`config.mk`:
```
export PLATFORM = sky130hd
export DESIGN_NAME = add_serial_nb
export DESIGN_NICKNAME = d
export VERILOG_FILES = /design/src/rtl/add_serial_nb.sv
export SDC_FILE = /design/constraint.sdc
export NUM_CORES = 1
export LEC_CHECK = 0
export BUFFER_PORTS_ARGS = -buffer_cell sky130_fd_sc_hd__buf_2
export CAP_MARGIN = 5
export CORE_MARGIN = 2
export CORE_UTILIZATION = 53
export DETAILED_ROUTE_END_ITERATION = 16
export PLACE_DENSITY_LB_ADDON = 0.25
export SLEW_MARGIN = 25
export SYNTH_ARGS = -nofsm -noshare
export SYNTH_HDL_FRONTEND = slang
export SYNTH_SLANG_ARGS = --single-unit
export TNS_END_PERCENT = 1
```
`constraint.sdc`:
```
create_clock -name clk -period 2.1 [get_ports clk]
set_input_delay 0.42 -clock clk [delete_from_list [all_inputs] [get_ports clk]]
set_output_delay 0.42 -clock clk [all_outputs]
set_load 0.02 [all_outputs]
```
`src/rtl/add_serial_nb.sv`:
```
// Digit-serial adder: adds two WIDTH-bit operands plus carry-in, DIGIT bits per clock, behind valid/ready handshakes.
// Optional feature: define ADD_SERIAL_SUB_EN to add the sub port (a - b computed as a + ~b + 1).
module add_serial_nb #(
    parameter int WIDTH = 8,
    parameter int DIGIT = 1
) (
    input  logic             clk,
    input  logic             rst,
    input  logic             in_valid,
    output logic             in_ready,
    input  logic [WIDTH-1:0] a,
    input  logic [WIDTH-1:0] b,
    input  logic             cin,
`ifdef ADD_SERIAL_SUB_EN
    input  logic             sub,
`endif
    output logic             out_valid,
    input  logic             out_ready,
    output logic [WIDTH-1:0] sum,
    output logic             cout,
    output logic             ovf,
    output logic [1:0]       dbg_state
);

    localparam int N  = WIDTH / DIGIT;
    localparam int CW = $clog2(N + 1);

    // Handshakes: a transfer happens on a rising edge where valid and ready are both high;
    // in_ready is high only in IDLE, out_valid only in DONE, and both sides hold until the transfer.
    typedef enum logic [1:0] {
        S_IDLE = 2'd0,
        S_RUN  = 2'd1,
        S_DONE = 2'd2
    } state_t;

    state_t           r_state;
    logic [WIDTH-1:0] r_a;
    logic [WIDTH-1:0] r_b;
    logic             r_carry;
    logic [CW-1:0]    r_cnt;
    logic [WIDTH-1:0] r_sum;
    logic             r_cout;
    logic             r_ovf;
    logic             r_out_valid;

    logic [DIGIT:0]   w_digit;
    logic [WIDTH-1:0] w_sum_next;
    logic             w_c_msb;
    logic             w_last;
    logic [WIDTH-1:0] w_b_load;
    logic             w_c_load;

`ifdef ADD_SERIAL_SUB_EN
    assign w_b_load = sub ? ~b : b;
    assign w_c_load = sub ? 1'b1 : cin;
`else
    assign w_b_load = b;
    assign w_c_load = cin;
`endif

    assign w_digit    = {1'b0, r_a[DIGIT-1:0]} + {1'b0, r_b[DIGIT-1:0]} + {{DIGIT{1'b0}}, r_carry};
    assign w_sum_next = (r_sum >> DIGIT) | (WIDTH'(w_digit[DIGIT-1:0]) << (WIDTH - DIGIT));
    // The sum bit equals a ^ b ^ carry-in, so the carry into the top bit is recovered from it.
    assign w_c_msb    = w_digit[DIGIT-1] ^ r_a[DIGIT-1] ^ r_b[DIGIT-1];
    assign w_last     = (r_cnt == CW'(N - 1));

    always_ff @(posedge clk or posedge rst) begin
        if (rst) begin
            r_state     <= S_IDLE;
            r_a         <= '0;
            r_b         <= '0;
            r_carry     <= 1'b0;
            r_cnt       <= '0;
            r_sum       <= '0;
            r_cout      <= 1'b0;
            r_ovf       <= 1'b0;
            r_out_valid <= 1'b0;
        end else begin
            case (r_state)
                S_IDLE: begin
                    if (in_valid) begin
                        r_a     <= a;
                        r_b     <= w_b_load;
                        r_carry <= w_c_load;
                        r_cnt   <= '0;
                        r_sum   <= '0;
                        r_state <= S_RUN;
                    end
                end
                S_RUN: begin
                    r_sum   <= w_sum_next;
                    r_carry <= w_digit[DIGIT];
                    r_a     <= r_a >> DIGIT;
                    r_b     <= r_b >> DIGIT;
                    r_cnt   <= r_cnt + CW'(1);
                    if (w_last) begin
                        r_cout      <= w_digit[DIGIT];
                        r_ovf       <= w_c_msb ^ w_digit[DIGIT];
                        r_out_valid <= 1'b1;
                        r_state     <= S_DONE;
                    end
                end
                S_DONE: begin
                    if (out_ready) begin
                        r_out_valid <= 1'b0;
                        r_state     <= S_IDLE;
                    end
                end
                default: begin
                    r_out_valid <= 1'b0;
                    r_state     <= S_IDLE;
                end
            endcase
        end
    end

    assign in_ready  = (r_state == S_IDLE) && !rst;
    assign out_valid = r_out_valid;
    assign sum       = r_sum;
    assign cout      = r_cout;
    assign ovf       = r_ovf;
    assign dbg_state = r_state;

endmodule

```
[Word level (Yosys, flattened, before mapping)]
Cells that the tools add are included.
Operators by class
  add/subtract/negate cells: 3
  eq/ne operators: 6
  mux-type cells: 17
  bitwise gates (word level): 5
  reductions and logical operators: 8
Operator list (number)
  $pmux 8 s2: 3
  $mux 8: 3
  $or 7x8->8: 1
  $pmux 4 s2: 1
  $mux 2: 3
  $ne 2x2->1 const B: 3
  $pmux 2 s3: 1
  $reduce_and 3->1: 2
  $add 4x1->4 const B: 1
  $eq 4x3->1 const B: 1
  $mux 4: 1
  $reduce_and 2->1: 2
  $mux 1: 3
  $pmux 1 s3: 1
  $xor 1x1->1: 3
  $add 1x1->2: 1
  $add 2x1->2: 1
  $eq 2x1->1 const B: 1
  $eq 2x2->1 const B: 1
  $logic_not 2->1: 1
  $pmux 1 s2: 1
  $reduce_bool 2->1: 1
  $logic_and 1x1->1: 1
  $logic_not 1->1: 1
  $not 1->1: 1
Storage, ports and cells
  register bits: 34
  input bits: 21
  output and inout bits: 14
  logic and storage cells: 48

[Logic depth before layout (Yosys ltp)]
Gate-level depths: netlist of run 1.
  depth after elaboration: 5
  depth in mapped cells: 5
  gate-level depth less buffers: 5

[Least setup slack after synthesis of run 1]
OpenSTA, ideal clock, no wires.
  path type: reg2out
  start: register r_state[0] (netlist: dbg_state[0])
  end: output port in_ready
  arrival time: 1.335 ns
  data required time: 1.680 ns
  slack: 0.345 ns
  cell stages (with the launch flop): 4
  path buffers: 2
  cells stage by stage: dfrtp_1 buf_4 clkbuf_1 nor3_1
Between the ends
  longest elaborated chain between the ends: 2
RTL lines
  from (decl): RTL line 36  | state_t r_state;
  from (signal assigned): RTL line 69  | r_state <= S_IDLE;
  from (signal assigned): RTL line 87  | r_state <= S_RUN;
  from (signal assigned): RTL line 100  | r_state <= S_DONE;
  $logic_not 2->1: RTL line 117  | assign in_ready = (r_state == S_IDLE) && !rst;
  $logic_and 1x1->1: RTL line 117
  to (decl): RTL line 10  | output logic in_ready,
Every way passes these cells.

[Worst setup path after layout of run 1]
  start: register r_state[1] (netlist: dbg_state[1])
  end: output port dbg_state[1]
RTL lines
  to (decl): RTL line 22  | output logic [1:0] dbg_state
No word-level cell between the ends.

==> results of run 1 <==
==> routing by layer <==
layer	GRT usage (%)	wire length, µm
met1	30.2	1500
met2	35.0	1650
met4	9.09	60
met3	5.02	165
met5	0	0
==> cells in the final DEF, fill, tap and decap left out, drive strengths merged <==
cell type	count
o21a	1
o311ai	1
xnor2	2
o21bai	1
a2bb2oi	4
buf	37
a41oi	1
and3b	2
nand2b	2
and2b	1
inv	6
mux2i	2
nor2	1
ha	1
nor3	1
nand3	2
a22o	9
o21ai	20
fa	1
a21o	1
dfrtp	34
nor2b	13
nand2	7
clkbuf	7
a21oi	14
xor2	1
and4	1
mux2	1
a22oi	12
==> worst paths after layout <==
path | cells past startpoint | slack, ps | end
worst max-delay path | 1 | 150 | dbg_state[1]
worst min-delay path | 3 | 160 | r_a[7]
min in group clk | 3 | 350 | r_b[1]
worst max register to register | 5 | 420 | ovf
max in group asynchronous | 3 | 1610 | r_a[0]
worst min register to register | 1 | 500 | out_valid
==> where the power goes <==
group,total (mW),internal [mW],switching (mW)
combinational,1.12,0.521,0.595
clock,0.338,0.126,0.211
sequential,1.15,0.912,0.239
==> sequential cells by signal, summed over array words and instances, names as in the netlist <==
| name | count |
|---|---|
| cout | 1 |
| dbg_state | 2 |
| out_valid | 1 |
| ovf | 1 |
| r_a | 8 |
| r_b | 8 |
| r_carry | 1 |
| r_cnt | 4 |
| sum | 8 |
==> area by class of cell <==
type	count	area [µm²]
repair buffers	37	193
multi-input cells	102	697
flip-flops and latches	34	851
clock buffers	7	45.0
inverters	6	22.5
fillers	254	1130
well taps	33	41.3
==> logic make-up after synthesis <==
logic type	after synthesis	synth area share [%]
AOI/OAI and AO/OA	64	25.7
xor gates and xnor gates	3	1.61
muxes	3	2.15
adders and majority gates	2	2.00
DFF	34	52.2
buffers and inverters	16	4.99
and+or+nand+nor	30	11.4
==> flow_metrics.tcl, run 1 <==
set metrics [dict create \
    timing.critical_path.from_type "flip-flop" \
    worst_hold_slack_ps 164 \
    final_util_pct 62.1 \
    initial_utilization_pct 54.7 \
    ant_nets 0 \
    core_area_um2 2980 \
    reg2reg_from "r_a[0]" \
    seq_area_frac_synth_pct 52.2 \
    crit_family "flip-flops" \
    cts.repair.resized 0 \
    post_synth_inst_count 152 \
    design.die.area_um2 3530 \
    setup-tns-final_ps 0 \
    io_pins 35 \
    timing.final.hold_violations 0 \
    timing.slew.headroom_pct 45.0 \
    syn_avg_cell_area_um2 10.7 \
    number_of_synthesized_flops_with_an_enable_pin 0 \
    max-clock-path-buffers 2 \
    number_of_antenna_violations_at_the_first_check_in_global_routing 0 \
    setup_viol_count_final 0 \
    synthesis_to_finish_area_growth_pct 13.5 \
    track_usage_pct 22.4 \
    outcome "complete, no violations" \
    synth.largest_area_cell "dfrtp_1" \
    cts_setup_buffers 0 \
    cts-buffers-inserted 5 \
    worst-slew-pin-transition_ps 825 \
    grt_max_degree 35 \
    cts_root_buf "clkbuf_4" \
    path_buf_inv 1 \
    detailroute.via_count 1295 \
    globalRoute.totalOverflow 0 \
    critical-path-max-stage-delay_ps 890 \
    slowest_stage "dfrtp_1" \
    ir_worst_vdd_mv 0.530 \
    clk_pin_slew_worst_paths_ps 100 \
    fin_crit_sh_pct 92.7 \
    instances_no_fill 219 \
    synth_seq_cells 34 \
    drv_cap 0 \
    insertion_delay_ps 330 \
    vias_per_cell 5.91 \
    place_area_um2 1800 \
    synth_commonest_cells "dfrtp_1 (34), a21oi_1 (14), a22oi_1 (12), nor2b_1 (12), o21ai_1 (12)" \
    fmaxAchievable_mhz 513 \
    yosysMostFrequentCell "dfrtp_1" \
    first_global_vias 1243 \
    cts_tree "done" \
    avgRoutedWirePerCell_um 15.4 \
    ys.warnings.count 0 \
    leakage_nw 0.889 \
    cts.sink_count 34 \
    overall_power_of_the_completed_layout_mw 2.60 \
    placedCellCount 212 \
    synth_cell_types 33 \
    pre_cts_slack_ps 403 \
    synth.area.top_cells "dfrtp_1 (52%), a22oi_1 (5.5%), a22o_1 (4.8%)" \
    layout.cell_area.non_filler_um2 1850 \
    drt_pre_antenna_iters 4 \
    drive_above_1_share_pct 25.3 \
    placer_s_final_routability_congestion_estimate 0.736 \
    place.detailed.hpwl_mm 2.28 \
    timing.critical_path.from "dbg_state[1]" \
    placementRows 20 \
    cts-htree-levels 2 \
    initialDrtViolationCount 41 \
    wirelength_mm 3.38 \
    crit_type "reg -> out" \
    finalClockSkew_ps 12.5 \
    powerDensity_nw_per_um2 1410 \
    holdBufCountCts 0 \
    post_synthesis_net_count 175 \
    netlist_area_um2 1630 \
    ys.flop_type "dfrtp_1" \
    crit_path_cell_trace "buf_2" \
    die_width_um 59.4 \
    die_h_um 59.4 \
    n_antenna_cell 0 \
    worst_hold_path_type "in -> async" \
    report.final.slew_viol_count 0 \
    rsz0062_at_grt "false" \
    synth.top_cell.area_share_pct 52.2 \
    finalWorstPathRequiredPeriod_ps 1950 \
    worstPathRequired_ps 1680 \
    first_pass_grt_wire_length_mm 5.89 \
    numPortBuffers 34 \
    cp_data_arrival_time_ps 1530 \
    worstPathMaxFanout 26 \
    worst_slack_ps 152 \
    remaining_drc_errors 0 \
    async_flop_share_pct 100 \
    endpoint_type_of_the_worst_setup_path "output port" \
    final_net_count 209 \
]
Power figures use the tool's default switching activity.
==> run 2: changes to the inputs <==
CORE_UTILIZATION = 55   (was 53)
clock period = 2.5 ns   (was 2.1 ns; I/O delays follow)
==> run 2 against run 1 <==
Net effect: worst hold slack improved by 70 ps; global-route usage grew 0.12 points; core utilization rose by 4.8 points; combinational power is 17% lower; critical path type unchanged; critical endpoint is now in_ready; largest cell class unchanged; largest power group unchanged; highest routed layer unchanged.
==> flow_metrics.tcl, run 2 (synthesis results as in run 1) <==
set metrics [dict create \
    place.detailed.hpwl_mm 2.26 \
    cts_root_buf "clkbuf_4" \
    setup_viol_count_final 0 \
    synthesis_to_finish_area_growth_pct 14.3 \
    critical-path-max-stage-delay_ps 690 \
    cts.repair.resized 0 \
    timing.critical_path.from_type "flip-flop" \
    die_h_um 58.4 \
    dr_wl_met2_mm 1.62 \
    ir_worst_vdd_mv 0.794 \
    overall_power_of_the_completed_layout_mw 2.23 \
    worst-slew-pin-transition_ps 803 \
    report.final.slew_viol_count 0 \
    initialDrtViolationCount 71 \
    combinationalPowerShare_pct 41.7 \
    sum_of_routed_wire_segments_on_met1_mm 1.56 \
    crit_type "reg -> out" \
    layout_common_cells "dfrtp_1 (34), buf_2 (34), a21oi_1 (14)" \
    finalClockSkew_ps 15.1 \
    worstPathRequired_ps 2000 \
    vias_per_cell 5.98 \
    worstPathMaxFanout 26 \
    design.die.area_um2 3410 \
    wirelength_mm 3.43 \
    drv_cap 0 \
    first_pass_grt_wire_length_mm 5.69 \
    drive_above_1_share_pct 26.2 \
    cts_tree "done" \
    n_antenna_cell 0 \
    insertion_delay_ps 340 \
    topRoutingLayerUsed "met4" \
    rsz0062_at_grt "false" \
    worst_r2r_path_depth 5 \
    finalWorstPathRequiredPeriod_ps 2030 \
    fmaxAchievable_mhz 494 \
    worst_hold_path_type "in -> async" \
    outcome "complete, no violations" \
    clk_pin_slew_worst_paths_ps 110 \
    intPower_mw 1.34 \
    max-clock-path-buffers 2 \
    powerDensity_nw_per_um2 1200 \
    fin_crit_sh_pct 81.0 \
    remaining_drc_errors 0 \
    detailroute.via_count 1303 \
    first_global_vias 1186 \
    cts.sink_count 34 \
    timing.final.hold_violations 0 \
    holdBufCountCts 0 \
    timing.slew.headroom_pct 46.4 \
    drt_pre_antenna_iters 4 \
    met3_wirelength_um 217 \
    placementRows 19 \
    crit_path_cell_trace "nor3_1 > buf_2" \
    endpoint_type_of_the_worst_setup_path "output port" \
    placedCellCount 210 \
    ant_nets 0 \
    leakage_nw 0.899 \
    placer_s_final_routability_congestion_estimate 0.765 \
    avgRoutedWirePerCell_um 15.8 \
    grt_max_degree 35 \
    final_net_count 209 \
    number_of_antenna_violations_at_the_first_check_in_global_routing 0 \
    slowest_stage "dfrtp_1" \
    die_width_um 58.4 \
    setup-tns-final_ps 0 \
    initial_utilization_pct 58.6 \
    io_pins 35 \
    multi_input_comb_area_um2 697 \
    numPortBuffers 34 \
    area.sequential_um2 851 \
    cts_setup_buffers 0 \
    globalRoute.totalOverflow 0 \
    track_usage_pct 22.6 \
    share_clk_of_total_power_pct 14.2 \
    share_seq_of_total_power_pct 44.1 \
    cp_data_arrival_time_ps 1530 \
    core_area_um2 2780 \
    cts-htree-levels 2 \
    cts-buffers-inserted 5 \
    netSwitchingPower_mw 0.887 \
    power_switching_share_pct 39.9 \
    final_layout_fill_cell_count 229 \
    instances_no_fill 218 \
]
run 2: changes by cell type in the layout (fill, tap and decap cells not counted):
cell / previous run / this run
clkbuf_1: 2 / 1
clkbuf_8: 0 / 1
clkinv_2: 0 / 1
run 2: worst max-delay path: cells and delay by family (launching register included):
family | cells | cell delay [ps]
buffers and inverters | 1 | 200
AND/OR/NAND/NOR | 1 | 300
flip-flops | 1 | 690
run 2: final timing paths:
path | start | end | slack (ps)
max | dbg_state[1] | in_ready | 470
min | rst | r_b[3] | 230
max reg2reg | r_a[0] | ovf | 850
min reg2reg | sum[0] | sum[0] | 510
max in group asynchronous | rst | cout | 1950
min in group clk | b[6] | r_b[6] | 420
run 2: area by class of cell:
cell class              instances  area share, %
repair buffers                 37           10.3
clock inverters                 1          0.269
clock buffers                   7           2.96
flip-flops and latches         34           45.7
well taps                      31           2.08
multi-input cells             102           37.4
inverters                       6           1.21
run 2: layer usage:
metal / global-route usage (%) / up-vias
met1: 33.0 / 628
met4: 7.64 / 0
met3: 7.03 / 6
met5: 0 / -
li1: - / 618
met2: 31.9 / 51
run 2: power by group through the flow:
stage	Combinational (mW)	Sequential, mW	Clock [mW]
5_1_grt	1.02	1.01	0.354
6_report	0.928	0.981	0.317
3_5_place_dp	0.933	0.985	0
2_1_floorplan	0.657	1.01	0
4_1_cts	0.939	0.976	0.330
3_3_place_gp	0.900	0.966	0
run 2: metrics by stage:
| step | util [%] | setup WS, ps | hold WS (ps) | cell area, µm² |
|---|---|---|---|---|
| floorplan | - | 665 | 456 | 1630 |
| global placement | 64.8 | 879 | 473 | 1800 |
| detailed placement | 64.8 | 832 | 492 | 1800 |
| CTS | 66.9 | 479 | 243 | 1860 |
| global route | 66.9 | 388 | 254 | 1860 |
| finish | 66.9 | 474 | 234 | 1860 |
==> run 3: changes to the inputs <==
CORE_UTILIZATION = 48   (was 55)
clock period = 1.85 ns   (was 2.5 ns; I/O delays follow)
==> run 3 against run 2 <==
Net effect: first-iteration DRC count increased by 45%; final cell count up 6.9%; highest routed layer unchanged; wire length fell by 1.3%; sequential share of layout area is 0.24 points lower; design area rose by 0.67%; clock power is 15% higher; register-to-register slack worse by 710 ps; non-clock buffer count increased by 1; critical path depth is 3 higher; combinational power up 37%.
==> flow_metrics.tcl, run 3 (synthesis results as in run 1) <==
set metrics [dict create \
    overall_power_of_the_completed_layout_mw 2.94 \
    worstPathMaxFanout 3 \
    grt_max_degree 35 \
    finalWorstPathRequiredPeriod_ps 1710 \
    die_h_um 62.3 \
    core_area_um2 3280 \
    final_layout_fill_cell_count 312 \
    setup-tns-final_ps 0 \
    detailroute.via_count 1272 \
    cts_tree "done" \
    layout_common_cells "buf_2 (34), dfrtp_1 (33), a21oi_1 (14)" \
    powerDensity_nw_per_um2 1570 \
    max-clock-path-buffers 2 \
    fin_crit_sh_pct 92.3 \
    leakage_nw 0.892 \
    ant_nets 0 \
    multi_input_comb_area_um2 697 \
    insertion_delay_ps 320 \
    crit_path_cell_trace "inv_1 > fa_1 > xor2_1 > xnor2_1 > mux2_4" \
    wirelength_mm 3.39 \
    drive_above_1_share_pct 26.2 \
    drv_cap 0 \
    holdBufCountCts 0 \
    n_antenna_cell 0 \
    place.detailed.hpwl_mm 2.33 \
    layout.cell_area.non_filler_um2 1870 \
    cts-htree-levels 2 \
    setup_viol_count_final 0 \
    fmaxAchievable_mhz 586 \
    final_util_pct 57.1 \
    initial_utilization_pct 49.6 \
    initialDrtViolationCount 103 \
    synthesis_to_finish_area_growth_pct 15.1 \
    first_pass_grt_wire_length_mm 5.87 \
    report.final.slew_viol_count 0 \
    vias_per_cell 5.46 \
    final_net_count 210 \
    worst_hold_path_type "in -> async" \
    critical-path-max-stage-delay_ps 570 \
    globalRoute.totalOverflow 0 \
    slowest_stage "fa_1" \
    io_pins 35 \
    first_global_vias 1238 \
    track_usage_pct 19.2 \
    crit_family "adder cells" \
    reg2reg_from "r_a[0]" \
    numPortBuffers 34 \
    remaining_drc_errors 0 \
    finalClockSkew_ps 3.86 \
    avgRoutedWirePerCell_um 14.5 \
    cts.sink_count 34 \
    area.sequential_um2 852 \
    worst_hold_slack_ps 131 \
    clk_pin_slew_worst_paths_ps 90 \
    design.die.area_um2 3880 \
    place_area_um2 1830 \
    placementRows 21 \
    crit_type "reg -> reg" \
    number_of_antenna_violations_at_the_first_check_in_global_routing 0 \
    worst_r2r_path_depth 5 \
    cts_root_buf "clkbuf_4" \
    endpoint_type_of_the_worst_setup_path "flip-flop" \
    placer_s_final_routability_congestion_estimate 0.822 \
    rsz0062_at_grt "false" \
    cts-buffers-inserted 5 \
    worst-slew-pin-transition_ps 640 \
    timing.slew.headroom_pct 57.3 \
    die_width_um 62.3 \
    timing.final.hold_violations 0 \
    path_buf_inv 1 \
    timing.critical_path.from_type "flip-flop" \
    drt_pre_antenna_iters 4 \
    worstPathRequired_ps 2060 \
    ir_worst_vdd_mv 0.539 \
    mostFrequentLayoutCell "buf_2" \
    rr_endpoint "ovf" \
    regToRegSetupSlack_ps 140 \
    outcome "complete, no violations" \
    cp_data_arrival_time_ps 1920 \
]
## run 3: cell types whose count changed in the layout (fill, tap and decap cells not counted)
cell,change
clkbuf_1,+1
dfrtp_2,+1
clkbuf_8,-1
buf_4,+1
dfrtp_1,-1
clkinv_2,-1
## run 3: report_power, final
| part | internal [mW] | switching, mW | total, mW | leakage, nW |
|---|---|---|---|---|
| logic | 0.595 | 0.679 | 1.27 | 0.426 |
| registers | 1.04 | 0.264 | 1.30 | 0.441 |
| clock network | 0.143 | 0.222 | 0.365 | 0.0254 |
## run 3: layout make-up
cell class | count | share of cell area (%)
clock buffer | 7 | 2.40
multi-input combinational | 102 | 37.2
inverter | 6 | 1.20
timing repair buffer | 38 | 10.7
tap | 46 | 3.07
sequential | 34 | 45.5
## run 3: layer usage
| layer | part of all wire (%) | vias up | routed length [µm] | GRT usage (%) |
|---|---|---|---|---|
| li1 | - | 617 | - | - |
| met5 | 0 | - | 0 | 0 |
| met4 | 1.3 | 0 | 44 | 7.50 |
| met2 | 48 | 31 | 1640 | 30.6 |
| met3 | 4.8 | 5 | 162 | 4.71 |
| met1 | 46 | 619 | 1540 | 25.5 |
## run 3: worst min-delay path: cells and delay by family
| kind | cells | cell delay [ps] |
|---|---|---|
| buffers and inverters | 3 | 520 |
## run 3: repair_timing
action / CTS / global route
setup endpoints to repair: 0 / 1
setup buffers: 0 / 0
resized for setup: 0 / 1
## run 3: how the worst max path moves through the flow
stage	startpoint	to	slack, ps	cells past startpoint
finish	r_a[0]	ovf	140	5
floorplan	dbg_state[0]	in_ready	140	3
global route	r_a[0]	ovf	90	5
CTS	dbg_state[1]	in_ready	80	2
global placement	r_a[0]	ovf	220	5
detailed placement	r_a[0]	ovf	150	5
## run 3: through the flow
step / setup slack [ps] / std cells
6_report: 142 / 233
5_1_grt: 85.6 / 233
4_1_cts: 81.3 / 233
3_5_place_dp: 150 / 226
3_3_place_gp: 223 / 226
2_1_floorplan: 145 / 152
